==> config.mk <==
export PLATFORM = sky130hd
export DESIGN_NAME = voice_allocator
export DESIGN_NICKNAME = d
export VERILOG_FILES = /design/src/rtl/voice_allocator.sv
export SDC_FILE = /design/constraint.sdc
export NUM_CORES = 1
export LEC_CHECK = 0
export ABC_AREA = 1
export ABC_CLOCK_PERIOD_IN_PS = 4650
export CORE_MARGIN = 2
export CORE_UTILIZATION = 48
export CTS_CLUSTER_DIAMETER = 50
export CTS_CLUSTER_SIZE = 8
export DETAILED_ROUTE_END_ITERATION = 7
export GPL_TIMING_DRIVEN = 0
export PLACE_DENSITY = 0.81
export SYNTH_ARGS = -nofsm -noshare
export SYNTH_HDL_FRONTEND = slang
export SYNTH_SLANG_ARGS = --single-unit
==> constraint.sdc <==
create_clock -name clock_50_000_000 -period 4.65 [get_ports clock_50_000_000]
set_input_delay 0.93 -clock clock_50_000_000 [delete_from_list [all_inputs] [get_ports clock_50_000_000]]
set_output_delay 0.93 -clock clock_50_000_000 [all_outputs]
set_load 0.03 [all_outputs]
==> src/rtl/voice_allocator.sv <==
// Note-event scheduler that maps MIDI note-on/off events onto a fixed pool of voice slots.
// Allocation priority is retrigger same note, then lowest free slot, then steal the oldest slot.
module voice_allocator #(
  parameter int unsigned NUM_VOICES = 8,
  parameter int unsigned NOTE_WIDTH = 7,
  parameter int unsigned VEL_WIDTH  = 7
) (
  input  logic                             clock_50_000_000,
  input  logic                             reset,
  input  logic                             event_valid,
  output logic                             event_ready,
  input  logic                             event_on,
  input  logic [NOTE_WIDTH-1:0]            event_note,
  input  logic [VEL_WIDTH-1:0]             event_velocity,
  input  logic                             all_notes_off,
  output logic [NUM_VOICES-1:0]            voice_active,
  output logic [NUM_VOICES*NOTE_WIDTH-1:0] voice_note,
  output logic [NUM_VOICES*VEL_WIDTH-1:0]  voice_velocity,
  output logic [NUM_VOICES-1:0]            voice_start,
  output logic [NUM_VOICES-1:0]            voice_release,
  output logic                             voice_stolen,
  output logic [$clog2(NUM_VOICES+1)-1:0]  active_count
);

  localparam int unsigned IdxW = $clog2(NUM_VOICES);
  localparam int unsigned CntW = $clog2(NUM_VOICES+1);

  typedef logic [IdxW-1:0] idx_t;
  typedef logic [CntW-1:0] cnt_t;

  localparam idx_t LastIdx = idx_t'(NUM_VOICES - 1);

  typedef enum logic [1:0] {StIdle, StScan, StCommit, StAllOff} state_e;

  state_e state_q, state_d;
  idx_t   idx_q, idx_d;
  logic   pending_q, pending_d;

  logic                  ev_on_q, ev_on_d;
  logic [NOTE_WIDTH-1:0] ev_note_q, ev_note_d;
  logic [VEL_WIDTH-1:0]  ev_vel_q, ev_vel_d;

  logic match_found_q, match_found_d;
  idx_t match_idx_q, match_idx_d;
  logic free_found_q, free_found_d;
  idx_t free_idx_q, free_idx_d;
  logic oldest_found_q, oldest_found_d;
  idx_t oldest_idx_q, oldest_idx_d;
  idx_t oldest_age_q, oldest_age_d;

  logic [NUM_VOICES-1:0]            active_q, active_d;
  logic [NUM_VOICES*NOTE_WIDTH-1:0] note_q, note_d;
  logic [NUM_VOICES*VEL_WIDTH-1:0]  vel_q, vel_d;
  idx_t                             age_q [NUM_VOICES];
  idx_t                             age_d [NUM_VOICES];
  logic [NUM_VOICES-1:0]            start_q, start_d;
  logic [NUM_VOICES-1:0]            release_q, release_d;
  logic                             stolen_q, stolen_d;
  cnt_t                             count_q, count_d;

  idx_t target;
  logic steal;

  assign event_ready = (state_q == StIdle) && !pending_q && !reset;

  always_comb begin
    state_d        = state_q;
    idx_d          = idx_q;
    pending_d      = pending_q;
    ev_on_d        = ev_on_q;
    ev_note_d      = ev_note_q;
    ev_vel_d       = ev_vel_q;
    match_found_d  = match_found_q;
    match_idx_d    = match_idx_q;
    free_found_d   = free_found_q;
    free_idx_d     = free_idx_q;
    oldest_found_d = oldest_found_q;
    oldest_idx_d   = oldest_idx_q;
    oldest_age_d   = oldest_age_q;
    active_d       = active_q;
    note_d         = note_q;
    vel_d          = vel_q;
    age_d          = age_q;
    start_d        = '0;
    release_d      = '0;
    stolen_d       = 1'b0;
    target         = '0;
    steal          = 1'b0;

    unique case (state_q)
      StIdle: begin
        if (pending_q || all_notes_off) begin
          state_d = StAllOff;
        end else if (event_valid && event_ready) begin
          // Zero-velocity note-on is a note-off by MIDI convention.
          ev_on_d        = event_on && (event_velocity != '0);
          ev_note_d      = event_note;
          ev_vel_d       = event_velocity;
          idx_d          = '0;
          match_found_d  = 1'b0;
          free_found_d   = 1'b0;
          oldest_found_d = 1'b0;
          state_d        = StScan;
        end
      end

      StScan: begin
        if (all_notes_off) pending_d = 1'b1;
        if (active_q[idx_q] && !match_found_q &&
            (note_q[idx_q*NOTE_WIDTH +: NOTE_WIDTH] == ev_note_q)) begin
          match_found_d = 1'b1;
          match_idx_d   = idx_q;
        end
        if (!active_q[idx_q] && !free_found_q) begin
          free_found_d = 1'b1;
          free_idx_d   = idx_q;
        end
        // Strict compare keeps the lowest index on equal ages.
        if (active_q[idx_q] && (!oldest_found_q || (age_q[idx_q] > oldest_age_q))) begin
          oldest_found_d = 1'b1;
          oldest_idx_d   = idx_q;
          oldest_age_d   = age_q[idx_q];
        end
        if (idx_q == LastIdx) begin
          state_d = StCommit;
        end else begin
          idx_d = idx_q + idx_t'(1);
        end
      end

      StCommit: begin
        if (all_notes_off) pending_d = 1'b1;
        state_d = StIdle;
        if (ev_on_q) begin
          if (match_found_q) begin
            target = match_idx_q;
          end else if (free_found_q) begin
            target = free_idx_q;
          end else begin
            target = oldest_idx_q;
            steal  = 1'b1;
          end
          for (int unsigned i = 0; i < NUM_VOICES; i++) begin
            if (idx_t'(i) == target) begin
              active_d[i]                           = 1'b1;
              note_d[i*NOTE_WIDTH +: NOTE_WIDTH]    = ev_note_q;
              vel_d[i*VEL_WIDTH +: VEL_WIDTH]       = ev_vel_q;
              start_d[i]                            = 1'b1;
              age_d[i]                              = '0;
            end else if (active_q[i] && (age_q[i] != LastIdx)) begin
              age_d[i] = age_q[i] + idx_t'(1);
            end
          end
          stolen_d = steal;
        end else if (match_found_q) begin
          active_d[match_idx_q]  = 1'b0;
          release_d[match_idx_q] = 1'b1;
          age_d[match_idx_q]     = '0;
        end
      end

      StAllOff: begin
        release_d = active_q;
        active_d  = '0;
        pending_d = 1'b0;
        for (int unsigned i = 0; i < NUM_VOICES; i++) age_d[i] = '0;
        state_d   = StIdle;
      end

      default: state_d = StIdle;
    endcase

    count_d = '0;
    for (int unsigned i = 0; i < NUM_VOICES; i++) begin
      if (active_d[i]) count_d = count_d + cnt_t'(1);
    end
  end

  always_ff @(posedge clock_50_000_000) begin
    if (reset) begin
      state_q        <= StIdle;
      idx_q          <= '0;
      pending_q      <= 1'b0;
      ev_on_q        <= 1'b0;
      ev_note_q      <= '0;
      ev_vel_q       <= '0;
      match_found_q  <= 1'b0;
      match_idx_q    <= '0;
      free_found_q   <= 1'b0;
      free_idx_q     <= '0;
      oldest_found_q <= 1'b0;
      oldest_idx_q   <= '0;
      oldest_age_q   <= '0;
      active_q       <= '0;
      note_q         <= '0;
      vel_q          <= '0;
      age_q          <= '{default: '0};
      start_q        <= '0;
      release_q      <= '0;
      stolen_q       <= 1'b0;
      count_q        <= '0;
    end else begin
      state_q        <= state_d;
      idx_q          <= idx_d;
      pending_q      <= pending_d;
      ev_on_q        <= ev_on_d;
      ev_note_q      <= ev_note_d;
      ev_vel_q       <= ev_vel_d;
      match_found_q  <= match_found_d;
      match_idx_q    <= match_idx_d;
      free_found_q   <= free_found_d;
      free_idx_q     <= free_idx_d;
      oldest_found_q <= oldest_found_d;
      oldest_idx_q   <= oldest_idx_d;
      oldest_age_q   <= oldest_age_d;
      active_q       <= active_d;
      note_q         <= note_d;
      vel_q          <= vel_d;
      age_q          <= age_d;
      start_q        <= start_d;
      release_q      <= release_d;
      stolen_q       <= stolen_d;
      count_q        <= count_d;
    end
  end

  assign voice_active   = active_q;
  assign voice_note     = note_q;
  assign voice_velocity = vel_q;
  assign voice_start    = start_q;
  assign voice_release  = release_q;
  assign voice_stolen   = stolen_q;
  assign active_count   = count_q;

endmodule

# Word-level counts from Yosys, hierarchy flattened
# Cells that the tools add are included.
# W data, S select, Z words.
dict set report op_classes {
  add_sub_neg 16
  mul 1
  magnitude_cmp 7
  n_eq_ne 38
  shifts 1
  muxes 81
  bitwise_logic 9
  n_reduce_logical 62
}
# operator count
set op_table {}
lappend op_table {{$mux W3} 26}
lappend op_table {{$shiftx A56 B7 Y7} 1}
lappend op_table {{$reduce_and A3 Y1} 17}
lappend op_table {{$mux W24} 2}
lappend op_table {{$pmux W24 S2} 1}
lappend op_table {{$mux W8} 4}
lappend op_table {{$ne A4 B4 Y1 const B} 8}
lappend op_table {{$pmux W8 S2} 2}
lappend op_table {{$add A4 B1 Y4 const B} 7}
lappend op_table {{$mux W4} 7}
lappend op_table {{$add A3 B1 Y3 const B} 9}
lappend op_table {{$ne A3 B3 Y1 const B} 9}
lappend op_table {{$mux W1} 26}
lappend op_table {{$and A24 B24 Y24} 1}
lappend op_table {{$not A24 Y24} 1}
lappend op_table {{$logic_and A1 B1 Y1} 18}
lappend op_table {{$reduce_and A4 Y1} 4}
lappend op_table {{$eq A3 B3 Y1 const A} 4}
lappend op_table {{$ne A2 B2 Y1 const B} 6}
lappend op_table {{$reduce_and A2 Y1} 5}
lappend op_table {{$bmux W3 S3} 1}
lappend op_table {{$demux W3 S3} 1}
lappend op_table {{$and A8 B8 Y8} 1}
lappend op_table {{$ge A4 B4 Y1 const B} 2}
lappend op_table {{31 further kinds} 52}
dict set report totals {
  reg_bits 201
  wordCells 257
}

# Logic depth before layout (Yosys ltp)
dict set report logic_depth {
  depth_word 24
  ltp_mapped 33
  depth_no_buf 33
}

# Worst setup path before layout
# Ideal clock, no wire load.
dict set report synth_timing {
  path_kind {register to register}
  start {reg state_q[0]}
  end {reg count_q[1], in the netlist active_count[1]}
  arrival_time_ns 4.222
  required_time_ns 4.533
  setup_slack_ns 0.311
  path_stages_with_launch 27
  n_path_buf 1
  path_cell_list {dfxtp_1 inv_1 ha_1 nand2_4 inv_2 buf_6 nand4_2 nand2_2 inv_1 ha_1 inv_1 nand3_1 nand2_4 nand3_1 nand3_1 nand2_1 ha_1 or2_1 nand3_1 nand2_1 nand2_1 nand2_1 ha_1 or2_2 and2_1 ha_1 a22o_1}
}
dict set report synth_via {
  elab_chain_cells 17
  elab_cells_between_ends 18
  classes_between {7 x add/sub; 2 x eq/ne; 9 x mux}
}
# element line_no
set synth_rtl {}
lappend synth_rtl {{from (decl)} 35} ;# state_e state_q, state_d;
lappend synth_rtl {{from (signal assigned)} 181} ;# state_q <= StIdle;
lappend synth_rtl {{from (signal assigned)} 203} ;# state_q <= state_d;
lappend synth_rtl {{$eq A2 B2 Y1} 90} ;# unique case (state_q)
lappend synth_rtl {{$pmux W8 S2 *} 90}
lappend synth_rtl {{net active_d[0]} 51} ;# logic [NUM_VOICES-1:0] active_q, active_d;
lappend synth_rtl {{$mux W1 *} 175} ;# if (active_d[i]) count_d = count_d + cnt_t'(1);
lappend synth_rtl {{$add A4 B1 Y4} 175}
lappend synth_rtl {{$mux W4 *} 175}
lappend synth_rtl {{$add A4 B1 Y4} 175}
lappend synth_rtl {{$mux W4 *} 175}
lappend synth_rtl {{[2 not listed]} -}
lappend synth_rtl {{$add A4 B1 Y4} 175}
lappend synth_rtl {{$mux W4 *} 175}
lappend synth_rtl {{$add A4 B1 Y4} 175}
lappend synth_rtl {{$mux W4 *} 175}
lappend synth_rtl {{$add A4 B1 Y4} 175}
lappend synth_rtl {{$mux W4 *} 175}
lappend synth_rtl {{$add A4 B1 Y4} 175}
lappend synth_rtl {{$mux W4 *} 175}
lappend synth_rtl {{to (signal assigned)} 223} ;# count_q <= count_d;
lappend synth_rtl {{to (decl)} 59} ;# cnt_t count_q, count_d;
# Mark *: on every way through the listed nets, which the timed path passes. The rest lies on a longest branch.
# A chain may end at the register's enable or synchronous reset.

# Worst setup path in the final report
# Ends and elaborated chain as after synthesis.

==> impl_metrics.env <==
export IMPL_timing_final_crit_share=0.940
export IMPL_fmax_ghz=0.229
export IMPL_filler_cell_count=1598
export IMPL_die_height_um=142
export IMPL_min_path_type="flop to flop"
export IMPL_cts_root_buf="sky130_fd_sc_hd__clkbuf_16"
export IMPL_avgSynthCellArea_um2=7.56
export IMPL_fin_crit_ns=4.37
export IMPL_yosys_cell_types_count=44
export IMPL_crit_path_arrival_time_ns=4.78
export IMPL_cts_clk_slew_worst_paths_ns=0.05
export IMPL_actual_transition_at_the_worst_max_transition_pin_ns=0.850
export IMPL_whs_ns=0.444
export IMPL_yosysSeqAreaShare=0.439
export IMPL_post_synth_top_area_cell="sky130_fd_sc_hd__dfxtp_1"
export IMPL_run_status="completed"
export IMPL_timing_max_slew_rel_slack=0.433
export IMPL_worst_path_dominant_cell_family="simple AND/OR/NAND/NOR gates"
export IMPL_design_core_area_um2=18700
export IMPL_drtPass1Iterations=5
export IMPL_reg2reg_from="state_q[0]"
export IMPL_cp_slowest_stage_delay_ns=0.33
export IMPL_routedWlPerCell_um=19.0
export IMPL_hold_violations=0
export IMPL_finalMaxSlewViolations=0
export IMPL_detailedRoute_firstIterationViolations=943
export IMPL_placed_cells=1607
export IMPL_critPathLaunchType="flop"
export IMPL_gpl_final_weighted_congestion=1.01
export IMPL_final_cell_area_um2=12000
export IMPL_numClockSinks=201
export IMPL_detailed_place_area_um2=11100
export IMPL_worstRegToRegCells=26
export IMPL_regToRegEndpoint="active_count[1]"
export IMPL_grt_ovfl_total=0
export IMPL_grt_total_usage=0.303
export IMPL_dp_worst_setup_slack_ns=-0.245
export IMPL_place_port_buffers=160
export IMPL_leakagePower_nw=4.70
export IMPL_tritoncts_clock_tree="yes"
export IMPL_setup_worst_path_class="flop to flop"
export IMPL_grt_start_max_net_pins=14
export IMPL_syn_nets=1264
export IMPL_holdBufCountCts=0
export IMPL_powerDensity_nw_per_um2=391
export IMPL_netlist_area_um2=9170
export IMPL_hold_path_startpoint="voice_velocity[51]"
export IMPL_crit_path_slowest_cell="sky130_fd_sc_hd__dfxtp_1"
export IMPL_core_rowCount=50
export IMPL_final_setup_viol_count=0
export IMPL_totalNegativeSetupSlack_ns=0
export IMPL_fin_ws_ns=0.280
export IMPL_synthCells=1213
export IMPL_worst_skew_pair_late_latency_ns=0.53
export IMPL_fin_cells=1649
export IMPL_floorplan_initialDensity=0.490
export IMPL_cts_buffer_depth=3
export IMPL_setup_reg_to_reg_worst_slack_ns=0.28
export IMPL_total_power_mw=4.68
export IMPL_synth_seq_cells=201
export IMPL_antenna_found_initial=0
export IMPL_cts_made_buffers=29
export IMPL_drc=0
export IMPL_final_net_count=1463
export IMPL_critical_path_max_fanout=10
export IMPL_timing_hold_worst_path_depth=2
export IMPL_die_area_um2=20200
export IMPL_wl_um=31400
export IMPL_dp_final_hpwl_um=22600
export IMPL_io_pins=161
export IMPL_syn_to_layout_area_delta_pct=30.6
export IMPL_worst_endpoint_required_ns=5.06
export IMPL_critical_path_endpoint_category="flop"
export IMPL_htree_levels=1
export IMPL_max_vdd_ir_drop_uv=309
export IMPL_via_per_inst=5.83
export IMPL_critical_path_top_cell_by_count="sky130_fd_sc_hd__nand2_1"
export IMPL_postLayoutCoreUtil=0.640
export IMPL_die_width_um=142
export IMPL_grt_pass1_vias=9139
export IMPL_grt_setup_unrepaired="no"
export IMPL_route_antenna_remaining_nets=0
export IMPL_timing_max_cap_violations=0
export IMPL_n_antenna_cell=0
export IMPL_yosys_area_top_type_share=0.439
export IMPL_synth_warnings=0
export IMPL_via_count=9614
export IMPL_finalClockSkew_ns=0.00857
export IMPL_post_route_cells_drive_above_1_share=0.0883
export IMPL_timing_critical_path_buf_inv=5
export IMPL_global_route_wire_length_before_repair_um=48100
export IMPL_hold_path_end="voice_velocity[51]"
export IMPL_netlist_top_cells_area="sky130_fd_sc_hd__dfxtp_1 44%, sky130_fd_sc_hd__o21ai_0 11%, sky130_fd_sc_hd__a21oi_1 10%"
## cell usage after synthesis
master	n
sky130_fd_sc_hd__a211oi_1	6
sky130_fd_sc_hd__a21oi_1	188
sky130_fd_sc_hd__a221oi_1	1
sky130_fd_sc_hd__a22o_1	1
sky130_fd_sc_hd__a22oi_1	1
sky130_fd_sc_hd__a31oi_1	3
sky130_fd_sc_hd__and2_1	1
sky130_fd_sc_hd__buf_1	4
sky130_fd_sc_hd__buf_2	11
sky130_fd_sc_hd__buf_6	1
sky130_fd_sc_hd__clkbuf_1	51
sky130_fd_sc_hd__clkinv_1	7
sky130_fd_sc_hd__clkinv_2	1
sky130_fd_sc_hd__dfxtp_1	201
sky130_fd_sc_hd__ha_1	32
sky130_fd_sc_hd__inv_1	80
sky130_fd_sc_hd__inv_2	17
sky130_fd_sc_hd__nand2_1	156
sky130_fd_sc_hd__nand2_2	12
sky130_fd_sc_hd__nand2_4	10
sky130_fd_sc_hd__nand3_1	44
sky130_fd_sc_hd__nand3_2	11
sky130_fd_sc_hd__nand3_4	1
sky130_fd_sc_hd__nand3b_1	2
sky130_fd_sc_hd__nand4_1	5
sky130_fd_sc_hd__nand4_2	1
sky130_fd_sc_hd__nand4_4	1
sky130_fd_sc_hd__nor2_1	101
sky130_fd_sc_hd__nor2_2	2
sky130_fd_sc_hd__nor2_4	4
sky130_fd_sc_hd__nor3_1	19
sky130_fd_sc_hd__nor3_2	2
sky130_fd_sc_hd__nor4_2	1
sky130_fd_sc_hd__o211ai_1	14
sky130_fd_sc_hd__o21ai_0	194
sky130_fd_sc_hd__o21ai_1	3
sky130_fd_sc_hd__o21bai_4	1
sky130_fd_sc_hd__o221ai_1	3
sky130_fd_sc_hd__o22ai_1	12
sky130_fd_sc_hd__o311ai_0	1
sky130_fd_sc_hd__or2_1	1
sky130_fd_sc_hd__or2_2	2
sky130_fd_sc_hd__xnor2_1	1
sky130_fd_sc_hd__xor2_1	3
## per-layer routing
layer / vias up / global-route usage / part of all wire
li1: 4511 / - / -
met5: - / 0 / 0
met1: 4460 / 0.358 / 0.39
met3: 96 / 0.0908 / 0.12
met4: 0 / 0.131 / 0.039
met2: 547 / 0.509 / 0.45
## repair_timing
action                     CTS  global route
gates resized for setup      5            13
pin swaps                    0             4
setup endpoints to repair    2             2
setup buffers                0             8
## state kept, by name (all words and copies together), names as in the netlist, 4 cells and up
register	flops
age_q	24
voice_release	8
voice_velocity	56
voice_active	8
active_count	4
voice_note	56
ev_vel_q	7
ev_note_q	7
voice_start	8
## cell type report
class / instances / area, µm² / share of cell area
inverters: 105 / 400 / 0.0334
multi-input cells: 840 / 4540 / 0.380
plain buffers: 67 / 282 / 0.0235
repair buffers: 168 / 1660 / 0.139
clock buffers: 34 / 764 / 0.0639
flip-flops and latches: 201 / 4030 / 0.336
well taps: 234 / 293 / 0.0245
## worst max-delay path by stage
stage,from,endpoint,cells after the start
finish,state_q[0],active_count[1],26
global route,state_q[0],active_count[1],26
CTS,state_q[0],active_count[1],26
detailed placement,state_q[0],active_count[1],26
global placement,state_q[0],active_count[1],26
floorplan,state_q[0],active_count[1],26
## power breakdown
group / switching [mW] / total, mW / internal [mW] / leakage [nW]
Clock: 0.723 / 1.85 / 1.12 / 0.375
Sequential: 0.0452 / 1.83 / 1.78 / 1.62
Combinational: 0.702 / 1.00 / 0.302 / 2.70
Total: 1.47 / 4.68 / 3.21 / 4.70
## cells in the final DEF, fill, tap and decap left out, types with 3 or more instances in the layout
master / n
sky130_fd_sc_hd__a211oi_1: 6
sky130_fd_sc_hd__a21oi_1: 188
sky130_fd_sc_hd__a31oi_1: 3
sky130_fd_sc_hd__buf_1: 4
sky130_fd_sc_hd__buf_2: 9
sky130_fd_sc_hd__buf_4: 8
sky130_fd_sc_hd__clkbuf_1: 54
sky130_fd_sc_hd__clkbuf_16: 29
sky130_fd_sc_hd__clkdlybuf4s50_1: 160
sky130_fd_sc_hd__clkinv_1: 7
sky130_fd_sc_hd__dfxtp_1: 199
sky130_fd_sc_hd__ha_1: 30
sky130_fd_sc_hd__inv_1: 79
sky130_fd_sc_hd__inv_2: 16
sky130_fd_sc_hd__nand2_1: 156
sky130_fd_sc_hd__nand2_2: 11
sky130_fd_sc_hd__nand2_4: 10
sky130_fd_sc_hd__nand3_1: 43
sky130_fd_sc_hd__nand3_2: 11
sky130_fd_sc_hd__nand4_1: 5
sky130_fd_sc_hd__nor2_1: 100
sky130_fd_sc_hd__nor2_2: 3
sky130_fd_sc_hd__nor2_4: 4
sky130_fd_sc_hd__nor3_1: 18
sky130_fd_sc_hd__nor3_2: 3
sky130_fd_sc_hd__o211ai_1: 14
sky130_fd_sc_hd__o21ai_0: 194
sky130_fd_sc_hd__o21ai_1: 3
sky130_fd_sc_hd__o221ai_1: 3
sky130_fd_sc_hd__o22ai_1: 12
sky130_fd_sc_hd__xor2_1: 3
## logic make-up (layout without fill, tap and decap cells)
family	count (synthesis)	after routing	share of synthesized area
AOI/OAI and AO/OA	428	428	0.245
and+or+nand+nor	376	376	0.195
DFF	201	201	0.439
buffers and inverters	172	374	0.0729
adders and majority gates	32	32	0.0437
xor gates and xnor gates	4	4	0.00382
## worst reg2reg max path: stages, from the launching register on
cell                      delay (ns)
sky130_fd_sc_hd__dfxtp_1        0.33
sky130_fd_sc_hd__inv_2          0.11
sky130_fd_sc_hd__ha_4           0.20
sky130_fd_sc_hd__nand2_8        0.11
sky130_fd_sc_hd__inv_4          0.10
sky130_fd_sc_hd__buf_8          0.15
sky130_fd_sc_hd__nand4_4        0.15
sky130_fd_sc_hd__nand2_4        0.11
sky130_fd_sc_hd__inv_1          0.08
sky130_fd_sc_hd__ha_4           0.25
sky130_fd_sc_hd__inv_1          0.06
sky130_fd_sc_hd__nand3_2        0.13
sky130_fd_sc_hd__nand2_4        0.12
sky130_fd_sc_hd__nand3_1        0.08
sky130_fd_sc_hd__nand3_1        0.11
sky130_fd_sc_hd__nand2_1        0.08
sky130_fd_sc_hd__ha_1           0.29
sky130_fd_sc_hd__or2_1          0.24
sky130_fd_sc_hd__nand3_1        0.11
sky130_fd_sc_hd__nand2_1        0.07
sky130_fd_sc_hd__nand2_1        0.07
sky130_fd_sc_hd__nand2_1        0.06
sky130_fd_sc_hd__ha_1           0.27
sky130_fd_sc_hd__or2_2          0.30
sky130_fd_sc_hd__and2_1         0.18
sky130_fd_sc_hd__ha_1           0.30
sky130_fd_sc_hd__a22o_1         0.21
No activity file was read; power rests on OpenSTA's default activity.
